`config.mk`:
```
export PLATFORM = sky130hd
export DESIGN_NAME = axis_check_packet
export DESIGN_NICKNAME = d
export VERILOG_FILES = /design/src/rtl/axis_check_packet.sv
export SDC_FILE = /design/constraint.sdc
export NUM_CORES = 1
export LEC_CHECK = 0
export ABC_AREA = 1
export BUFFER_PORTS_ARGS = -buffer_cell sky130_fd_sc_hd__clkbuf_2
export CAP_MARGIN = 20
export CORE_MARGIN = 2
export CORE_UTILIZATION = 40
export CTS_CLUSTER_SIZE = 30
export DETAILED_ROUTE_END_ITERATION = 8
export GPL_ROUTABILITY_DRIVEN = 0
export PLACE_DENSITY = 0.68
export SETUP_SLACK_MARGIN = 0.15
export SLEW_MARGIN = 20
export SYNTH_ARGS = -nofsm -noshare
export SYNTH_HDL_FRONTEND = slang
export SYNTH_SLANG_ARGS = --single-unit
```
`constraint.sdc`:
```
create_clock -name i_clk -period 2.2 [get_ports i_clk]
set_input_delay 0.11 -clock i_clk [delete_from_list [all_inputs] [get_ports i_clk]]
set_output_delay 0.11 -clock i_clk [all_outputs]
set_load 0.005 [all_outputs]
```
`src/rtl/axis_check_packet.sv`:
```
// Receive-side packet checker: compares each accepted AXI-Stream beat against a fixed
// message, checks the packet length, and reports a registered one-cycle verdict per packet.
module axis_check_packet #(
    parameter int                   DW      = 8,
    parameter int                   MSG_LEN = 2,
    parameter logic [8*MSG_LEN-1:0] MSG_STR = "aa",
    parameter int                   CW      = 16
) (
    input  logic          i_clk,
    input  logic          i_rst,
    input  logic [DW-1:0] i_msg_data,
    input  logic          i_msg_last,
    input  logic          i_msg_valid,
    output logic          o_msg_ready,
    input  logic          i_ready_en,
    output logic          o_done,
    output logic          o_match,
    output logic          o_err_data,
    output logic          o_err_len,
    output logic [CW-1:0] o_pkt_cnt,
    output logic [CW-1:0] o_err_cnt
);
    // state  | meaning
    // RECV   | accepting beats of the current packet, accumulating error flags
    // RECV   | (idx saturates at MSG_LEN so over-long packets keep flagging)
    // REPORT | single verdict cycle, ready held low, idx and flags cleared
    localparam int IW = $clog2(MSG_LEN + 1);

    typedef enum logic {
        RECV   = 1'b0,
        REPORT = 1'b1
    } state_t;

    state_t        state, state_nxt;
    logic [IW-1:0] idx;
    logic          flag_data, flag_len;
    logic          accept;
    logic          over, short_pkt, hi_nz;
    logic          beat_err_data, beat_err_len;
    logic          fin_data, fin_len;
    logic [7:0]    exp_char;

    always_ff @(posedge i_clk or posedge i_rst) begin
        if (i_rst) state <= RECV;
        else       state <= state_nxt;
    end

    // Ready is gated by reset so it stays low while reset is held.
    always_comb begin
        state_nxt   = state;
        o_msg_ready = 1'b0;
        case (state)
            RECV: begin
                o_msg_ready = i_ready_en & ~i_rst;
                if (o_msg_ready && i_msg_valid && i_msg_last) state_nxt = REPORT;
            end
            REPORT:  state_nxt = RECV;
            default: state_nxt = RECV;
        endcase
    end

    assign accept = o_msg_ready & i_msg_valid;

    generate
        if (DW > 8) begin : g_hi
            assign hi_nz = |i_msg_data[DW-1:8];
        end else begin : g_no_hi
            assign hi_nz = 1'b0;
        end
    endgenerate

    always_comb begin
        exp_char = 8'h00;
        for (int i = 0; i < MSG_LEN; i++) begin
            if (idx == IW'(i)) exp_char = MSG_STR[8*(MSG_LEN-i)-1 -: 8];
        end
    end

    assign over          = (idx >= IW'(MSG_LEN));
    assign short_pkt     = i_msg_last & (idx < IW'(MSG_LEN - 1));
    assign beat_err_data = (i_msg_data[7:0] != exp_char) | hi_nz | over;
    assign beat_err_len  = over | short_pkt;
    assign fin_data      = flag_data | beat_err_data;
    assign fin_len       = flag_len | beat_err_len;

    always_ff @(posedge i_clk or posedge i_rst) begin
        if (i_rst) begin
            idx        <= '0;
            flag_data  <= 1'b0;
            flag_len   <= 1'b0;
            o_done     <= 1'b0;
            o_match    <= 1'b0;
            o_err_data <= 1'b0;
            o_err_len  <= 1'b0;
            o_pkt_cnt  <= '0;
            o_err_cnt  <= '0;
        end else begin
            o_done <= 1'b0;
            if (state == REPORT) begin
                idx       <= '0;
                flag_data <= 1'b0;
                flag_len  <= 1'b0;
            end else if (accept) begin
                if (!over) idx <= idx + IW'(1);
                flag_data <= fin_data;
                flag_len  <= fin_len;
                if (i_msg_last) begin
                    o_done     <= 1'b1;
                    o_err_data <= fin_data;
                    o_err_len  <= fin_len;
                    o_match    <= ~(fin_data | fin_len);
                    o_pkt_cnt  <= o_pkt_cnt + CW'(1);
                    if (fin_data | fin_len) o_err_cnt <= o_err_cnt + CW'(1);
                end
            end
        end
    end
endmodule

```
==> impl_metrics.sql, run 1 <==
INSERT INTO impl_metrics (metric_group, metric, value, unit) VALUES
('outcome', 'outcome', 'complete, no violations', ''),
('pwr', 'seq_power_share', '50.8', '%'),
('global_routing', 'grt.overflow.total', '0', ''),
('clock_tree', 'clockRootBuffer', 'clkbuf_8', ''),
('floorplanning', 'floorplan.die.width', '81.2', 'um'),
('clock_tree', 'clock_tree.htree_level_count', '2', ''),
('yosys', 'dominantRegCellSynth', 'dfrtp_1', ''),
('routing', 'routed_wl', '4.91', 'mm'),
('yosys', 'synthCells', '303', ''),
('clock_tree', 'cts_tree', 'done', ''),
('yosys', 'synth_async_sr_flop_share', '100', '%'),
('sta', 'upper_clock_frequency_limit', '0.569', 'GHz'),
('clock_tree', 'cts.repair_timing.setup_buffer_count', '0', ''),
('routing', 'postRouteAntennaNets', '0', ''),
('clock_tree', 'tritoncts_num_sinks', '41', ''),
('routing', 'vias', '2035', ''),
('critical_path', 'critPathLaunchType', 'register', ''),
('yosys', 'syn_nets', '321', ''),
('finish', 'antenna-diode-count', '0', ''),
('sta', 'worst_slew_pin_slew', '0.503', 'ns'),
('sta', 'finalSetupTns', '0', 'ns'),
('floorplanning', 'initial_core_utilization', '40.7', '%'),
('floorplanning', 'die_height', '81.2', 'um'),
('global_routing', 'grt_antenna_before_repair', '0', ''),
('sta', 'report.final.setup_viol', '0', ''),
('sta', 'finClkSkew', '0.0102', 'ns'),
('routing', 'first_pass_iters', '4', ''),
('yosys', 'mappedNetlistArea', '2380', 'um^2'),
('finish', 'area_overhead_of_the_layout_relative_to_synthesis', '17.2', '%'),
('clock_tree', 'tritoncts.num_buffers', '5', ''),
('critical_path', 'worst-setup-path-type', 'reg -> reg', ''),
('sta', 'unrepaired_setup_endpoints_after_global_routing', 'no', ''),
('sta', 'timing.final.hold_violations', '0', ''),
('critical_path', 'worst-r2r-cell-count', '10', ''),
('pwr', 'total_leakage_power', '1.47', 'nW'),
('global_routing', 'grt_max_degree', '42', ''),
('routing', 'drc', '0', ''),
('clock_tree', 'clkSlewWorstSetupHoldPaths', '0.08', 'ns'),
('critical_path', 'critical_path_peak_fanout', '18', ''),
('routing', 'wl_per_cell', '11.3', 'um'),
('clock_tree', 'clkLatencyLatePin', '0.30', 'ns'),
('global_routing', 'via_count_of_the_first_global_routing_pass', '1885', ''),
('yosys', 'number_of_enable_type_register_cells_in_the_synthesized_netlist', '0', ''),
('global_routing', 'grt_usage', '16.4', '%'),
('flow_run', 'max-cap-violations', '0', ''),
('worst_hold_path', 'hold_path_cells', '3', ''),
('pwr', 'p_sw', '0.648', 'mW'),
('yosys', 'ys_seq_elements', '41', ''),
('sta', 'slew-limit-headroom', '66.5', '%'),
('critical_path', 'crit_path_end_kind', 'register', ''),
('floorplanning', 'fp.coreArea', '5850', 'um^2'),
('pwr', 'internal-power', '1.28', 'mW'),
('yosys', 'synth_top_cell_by_area', 'dfrtp_1', ''),
('yosys', 'synth.lib_cells_used.distinct', '26', ''),
('yosys', 'synth.yosys.warnings', '0', ''),
('finish', 'final_layout_size_suffix_gt1_share', '22.0', '%'),
('floorplanning', 'boundaryPins', '50', ''),
('critical_path', 'arrival', '1.95', 'ns'),
('critical_path', 'critPathRequiredTime', '2.39', 'ns'),
('sta', 'post-route-period-util', '79.9', '%'),
('pwr', 'power_frac_clock', '24.9', '%'),
('global_routing', 'grt_first_pass_wirelength', '8.41', 'mm'),
('yosys', 'yosys-top-cells-area', 'dfrtp_1 (43%), nand2_1 (15%), nand3_1 (7.1%), nor2_1 (5.5%), inv_1 (4.7%)', ''),
('pwr', 'power_density', '692', 'nW/um^2'),
('sta', 'maxSlewViolCount', '0', ''),
('pwr', 'power.combinational.fraction', '24.3', '%'),
('routing', 'first_iter_violations', '104', ''),
('placement', 'port_buffers', '49', ''),
('routing', 'drt-vias-per-instance', '4.69', ''),
('pwr', 'ir_drop', '0.357', 'mV'),
('yosys', 'post_synth.cell_area_avg', '7.86', 'um^2'),
('placement', 'dpl.hpwl', '3.72', 'mm'),
('yosys', 'synth_most_common_cell', 'nand2_1', ''),
('yosys', 'synth.top_cell.area_share', '43.1', '%'),
('floorplanning', 'std_cell_rows', '28', ''),
('finish', 'nNetsFinal', '376', ''),
('floorplanning', 'dieArea', '6590', 'um^2'),
('worst_hold_path', 'holdCritPathClass', 'in -> reg', ''),
('pwr', 'p_total', '1.93', 'mW'),
('yosys', 'yosysSeqAreaShare', '43.1', '%'),
('yosys', 'synthTopCellsByCount', 'nand2_1 (95), dfrtp_1 (41), nor2_1 (35)', ''),
('pwr', 'netSwitchingFraction', '33.5', '%'),
('sta', 'final.min_clock_period', '1.76', 'ns'),
('clock_tree', 'clk_path_buf_depth', '2', '');
## timing repair
item / 4_1_cts / 5_1_grt
hold endpoints to repair: 41 / 0
hold buffers: 1 / 0
gates resized for setup: 0 / 0
## worst paths after layout
check / from / endpoint / slack [ns]
worst max-delay path: idx[0] / o_err_cnt[0] / 0.44
worst min-delay path: i_msg_valid / flag_data / 0.12
worst max register to register: idx[0] / o_err_cnt[0] / 0.44
worst min register to register: o_err_len / o_err_len / 0.49
max in group asynchronous: i_rst / o_err_cnt[10] / 1.32
min in group asynchronous: i_rst / flag_len / 0.52
## power by group through the flow
stage,combinational (mW),clock (mW),sequential (mW)
after floorplan,0.307,0,0.978
after global placement,0.454,0,0.993
after detailed placement,0.472,0,0.996
after CTS,0.477,0.499,0.982
after global routing,0.543,0.532,1.00
final,0.469,0.481,0.982
## cells in the final DEF (no fill, tap or decap)
| cell type | netlist | layout |
|---|---|---|
| clkbuf_2 | 0 | 49 |
| clkinv_2 | 0 | 2 |
| nand3_4 | 1 | 1 |
| nand4_2 | 1 | 1 |
| nand2_1 | 95 | 95 |
| inv_1 | 30 | 30 |
| o21ai_0 | 6 | 6 |
| nor2_1 | 35 | 35 |
| clkbuf_8 | 0 | 5 |
| or2_2 | 1 | 1 |
| nand3b_1 | 3 | 3 |
| o211ai_2 | 1 | 1 |
| inv_2 | 1 | 1 |
| ha_1 | 5 | 5 |
| nor2_8 | 1 | 1 |
| nand4_1 | 7 | 7 |
| clkinvlp_4 | 0 | 1 |
| nor2_4 | 3 | 3 |
| nand2_4 | 2 | 2 |
| xor2_1 | 11 | 11 |
| dlygate4sd3_1 | 0 | 1 |
| nand2_8 | 1 | 1 |
| dfrtp_1 | 41 | 41 |
| nor3_1 | 2 | 2 |
| and2_1 | 2 | 2 |
| nand2_2 | 9 | 9 |
| nand3_1 | 34 | 34 |
| xnor2_1 | 8 | 8 |
| buf_4 | 1 | 1 |
## per-stage QoR
step                      hold WS [ns]  std cells  cell area (um^2)  setup WS (ns)  util (%)
after floorplan                  0.248        303              2380          0.637         -
after global placement           0.308        425              2700          0.526      46.1
after detailed placement         0.309        425              2700          0.446      46.1
after CTS                        0.121        434              2790          0.435      47.7
after global routing             0.129        434              2790          0.233      47.7
final                            0.124        434              2790          0.442      47.7
## worst max-delay path, stage by stage (launching register included)
cell and delay [ns]:
dfrtp_1 0.35, inv_1 0.08, ha_1 0.19, nor2_1 0.17, nand2_1 0.08, nor2_1 0.09
nand3_1 0.15, nand2_4 0.24, nand2_8 0.16, nand2_1 0.09, nand2_1 0.05
## cells by family after synthesis
kind of cell	share of synthesized area (%)
flip-flops	43.1
XOR/XNOR	6.99
buffers and inverters	6.25
AO/OA/AOI/OAI	1.79
AND/OR/NAND/NOR	39.3
adder cells (fa/ha/maj)	2.63
## registers in the layout, indices dropped and copies added (netlist names)
signal and flops:
o_err_cnt 16, o_pkt_cnt 16, idx 2, flag_data 1
flag_len 1, o_done 1, o_err_data 1, o_err_len 1
o_match 1, state 1
## metal layers
layer  wire length [um]  share of wire, %  global-route usage (%)
met4                 75               1.5                    5.42
met3                198               4.0                    3.89
met2               2270                46                    26.0
met5                  0                 0                       0
met1               2360                48                    22.0
## cell type report
type | instances | area, um^2
inverters | 31 | 116
fillers | 603 | 3060
clock inverters | 3 | 17.5
repair buffers | 51 | 263
well taps | 75 | 93.8
multi-input cells | 228 | 1210
clock buffers | 5 | 68.8
flip-flops and latches | 41 | 1030
Note: power is estimated with default switching activity, not from simulation.
==> run 2, diff against run 1 <==
- PLACE_DENSITY: 0.68 -> 0.71
- clock period: 2.2 -> 1.6 ns (I/O delays scaled with it)
==> impl_metrics.sql, run 2 (same netlist as run 1, synthesis figures left out) <==
INSERT INTO impl_metrics (metric_group, metric, value, unit) VALUES
('outcome', 'outcome', 'complete, no violations', ''),
('floorplanning', 'boundaryPins', '50', ''),
('pwr', 'power.combinational.fraction', '27.7', '%'),
('finish', 'area_overhead_of_the_layout_relative_to_synthesis', '35.0', '%'),
('floorplanning', 'floorplan.die.width', '81.2', 'um'),
('sta', 'unrepaired_setup_endpoints_after_global_routing', 'yes', ''),
('critical_path', 'critical_path.slowest_cell', 'dfrtp_1', ''),
('sta', 'finClkSkew', '0.00876', 'ns'),
('placement', 'port_buffers', '49', ''),
('sta', 'worst_slew_pin_slew', '0.514', 'ns'),
('finish', 'antenna-diode-count', '0', ''),
('global_routing', 'grt_max_degree', '42', ''),
('finish', 'reg.largest.list', 'o_err_cnt: 16 flops, o_pkt_cnt: 16 flops, idx: 2 flops', ''),
('finish', 'final_common_cell', 'nand2_1', ''),
('pwr', 'seq_power_share', '41.6', '%'),
('pwr', 'power_frac_clock', '30.7', '%'),
('critical_path', 'crit_path_end_kind', 'register', ''),
('global_routing', 'met1_usage_grt', '22.3', '%'),
('placement', 'dpl.hpwl', '3.87', 'mm'),
('floorplanning', 'initial_core_utilization', '40.7', '%'),
('critical_path', 'critical_path.reg2reg.endpoint', 'o_err_cnt[5]', ''),
('global_routing', 'grt_util_met3', '4.00', '%'),
('routing', 'postRouteAntennaNets', '0', ''),
('critical_path', 'reg2reg_slack', '0.01', 'ns'),
('sta', 'post-route-period-util', '99.4', '%'),
('critical_path', 'worst-r2r-cell-count', '11', ''),
('pwr', 'total_leakage_power', '1.63', 'nW'),
('pwr', 'ir_drop', '0.822', 'mV'),
('critical_path', 'critPathLaunchType', 'register', ''),
('sta', 'whs', '0.0971', 'ns'),
('clock_tree', 'clockRootBuffer', 'clkbuf_8', ''),
('global_routing', 'global_route.peak_usage_layer', 'met2', ''),
('global_routing', 'grt_usage', '18.4', '%'),
('critical_path', 'worst_setup_path_startpoint', 'idx[1]', ''),
('sta', 'finalSetupTns', '0', 'ns'),
('critical_path', 'critPathRequiredTime', '1.80', 'ns'),
('finish', 'commonest_cells_after_routing_fill_and_taps_aside', 'nand2_1 (89), clkbuf_2 (49), dfrtp_1 (40)', ''),
('finish', 'nNetsFinal', '394', ''),
('pwr', 'netSwitchingFraction', '31.5', '%'),
('sta', 'report.final.setup_viol', '0', ''),
('pwr', 'p_sw', '1.02', 'mW'),
('global_routing', 'grt_antenna_before_repair', '0', ''),
('global_routing', 'via_count_of_the_first_global_routing_pass', '2058', ''),
('global_routing', 'grt.overflow.total', '0', ''),
('critical_path', 'arrival', '1.79', 'ns'),
('global_routing', 'grt_first_pass_wirelength', '9.18', 'mm'),
('sta', 'timing.final.hold_violations', '0', ''),
('floorplanning', 'fp.coreArea', '5850', 'um^2'),
('clock_tree', 'tritoncts_num_sinks', '41', ''),
('flow_run', 'max-cap-violations', '0', ''),
('routing', 'wl_per_cell', '12.8', 'um'),
('routing', 'drt-vias-per-instance', '4.80', ''),
('critical_path', 'r2r_start', 'idx[1]', ''),
('pwr', 'internal-power', '2.22', 'mW'),
('clock_tree', 'tritoncts.num_buffers', '5', ''),
('routing', 'routed_wl', '5.80', 'mm'),
('global_routing', 'grt_use_met2', '31.4', '%'),
('pwr', 'power_density', '1010', 'nW/um^2'),
('critical_path', 'worst-setup-path-type', 'reg -> reg', ''),
('clock_tree', 'clk_path_buf_depth', '2', ''),
('floorplanning', 'die_height', '81.2', 'um'),
('clock_tree', 'clkLatencyLatePin', '0.30', 'ns'),
('sta', 'final.min_clock_period', '1.59', 'ns'),
('critical_path', 'crit_path_frequent_cell', 'nand2_1', ''),
('critical_path', 'slowest_delay', '0.43', 'ns'),
('finish', 'final_layout_size_suffix_gt1_share', '32.9', '%'),
('clock_tree', 'clkSlewWorstSetupHoldPaths', '0.08', 'ns'),
('sta', 'maxSlewViolCount', '0', ''),
('routing', 'first_pass_iters', '4', ''),
('sta', 'upper_clock_frequency_limit', '0.629', 'GHz'),
('sta', 'slew-limit-headroom', '65.7', '%'),
('floorplanning', 'dieArea', '6590', 'um^2'),
('worst_hold_path', 'holdCritPathClass', 'in -> reg', ''),
('critical_path', 'crit_chain', 'inv_2, ha_4, nor2_2, nand2_1, nand2_1, nand3_2, nand2_4, buf_12, nand2_8, nand2_2, nand2_1', ''),
('floorplanning', 'std_cell_rows', '28', ''),
('critical_path', 'critical_path_peak_fanout', '8', ''),
('clock_tree', 'clock_tree.htree_level_count', '2', ''),
('routing', 'drc', '0', ''),
('routing', 'first_iter_violations', '110', ''),
('finish', 'nFillCells', '511', ''),
('critical_path', 'crit_path_end', 'o_err_cnt[5]', ''),
('routing', 'vias', '2171', ''),
('clock_tree', 'cts_tree', 'done', '');
==> run 2: cell types whose count changed in the layout (fill, tap and decap cells not counted), sizes merged <==
cell    change
bufinv      +2
buf        +16
clkinv      -1
nand2       +2
inv         -1
==> run 2: repair_timing <==
item | 4_1_cts | 5_1_grt
endpoints found under the setup margin | 26 | 31
hold buffers | 1 | 0
pin swaps | 8 | 9
cloned | 2 | 1
buffers inserted | 8 | 3
hold endpoints to repair | 41 | 0
gates resized for setup | 7 | 29
==> run 2: how the worst min path moves through the flow <==
stage	start	end	depth (start not counted)
after floorplan	i_rst	flag_data	1
after global placement	i_rst	flag_len	3
after detailed placement	i_rst	flag_len	3
after CTS	i_msg_last	o_done	3
after global routing	i_msg_valid	flag_data	3
final	i_msg_valid	flag_data	3
==> run 2: through the flow <==
stage	area [um^2]	instances	utilization [%]	power, mW	worst slack (ns)
2_1_floorplan	2400	303	-	1.79	0.0629
3_3_place_gp	2750	429	47.0	2.04	0.0727
3_5_place_dp	2750	429	47.0	2.07	0.0268
4_1_cts	3050	448	52.2	3.13	0.0650
5_1_grt	3220	452	55.0	3.46	-0.0872
6_report	3220	452	55.0	3.25	0.0102
==> run 2: critical path: cells and delay by family (launching register included) <==
kind / cells / cell delay [ns]
AND/OR/NAND/NOR: 8 / 0.65
flip-flops: 1 / 0.43
buffers and inverters: 2 / 0.24
adder cells (fa/ha/maj): 1 / 0.17
==> run 2: final cells by class <==
| type | instances | area (um^2) | share of cell area [%] |
|---|---|---|---|
| flip-flops and latches | 41 | 1030 | 31.9 |
| well taps | 75 | 93.8 | 2.92 |
| clock buffers | 5 | 68.8 | 2.14 |
| inverters | 31 | 120 | 3.74 |
| multi-input cells | 230 | 1370 | 42.6 |
| clock inverters | 3 | 65.1 | 2.02 |
| repair buffers | 67 | 469 | 14.6 |
==> run 2: power groups by stage <==
stage	clock network (mW)	registers (mW)	logic [mW]
finish	0.997	1.35	0.900
global placement	0	1.36	0.679
detailed placement	0	1.37	0.700
global route	1.05	1.38	1.02
CTS	1.01	1.35	0.771
floorplan	0	1.35	0.442
==> run 2: metal layers <==
| metal | up-vias | routed length (um) |
|---|---|---|
| met5 | - | 0 |
| met1 | 1009 | 2540 |
| met2 | 47 | 2880 |
| met4 | 0 | 121 |
| met3 | 12 | 265 |
| li1 | 1103 | - |
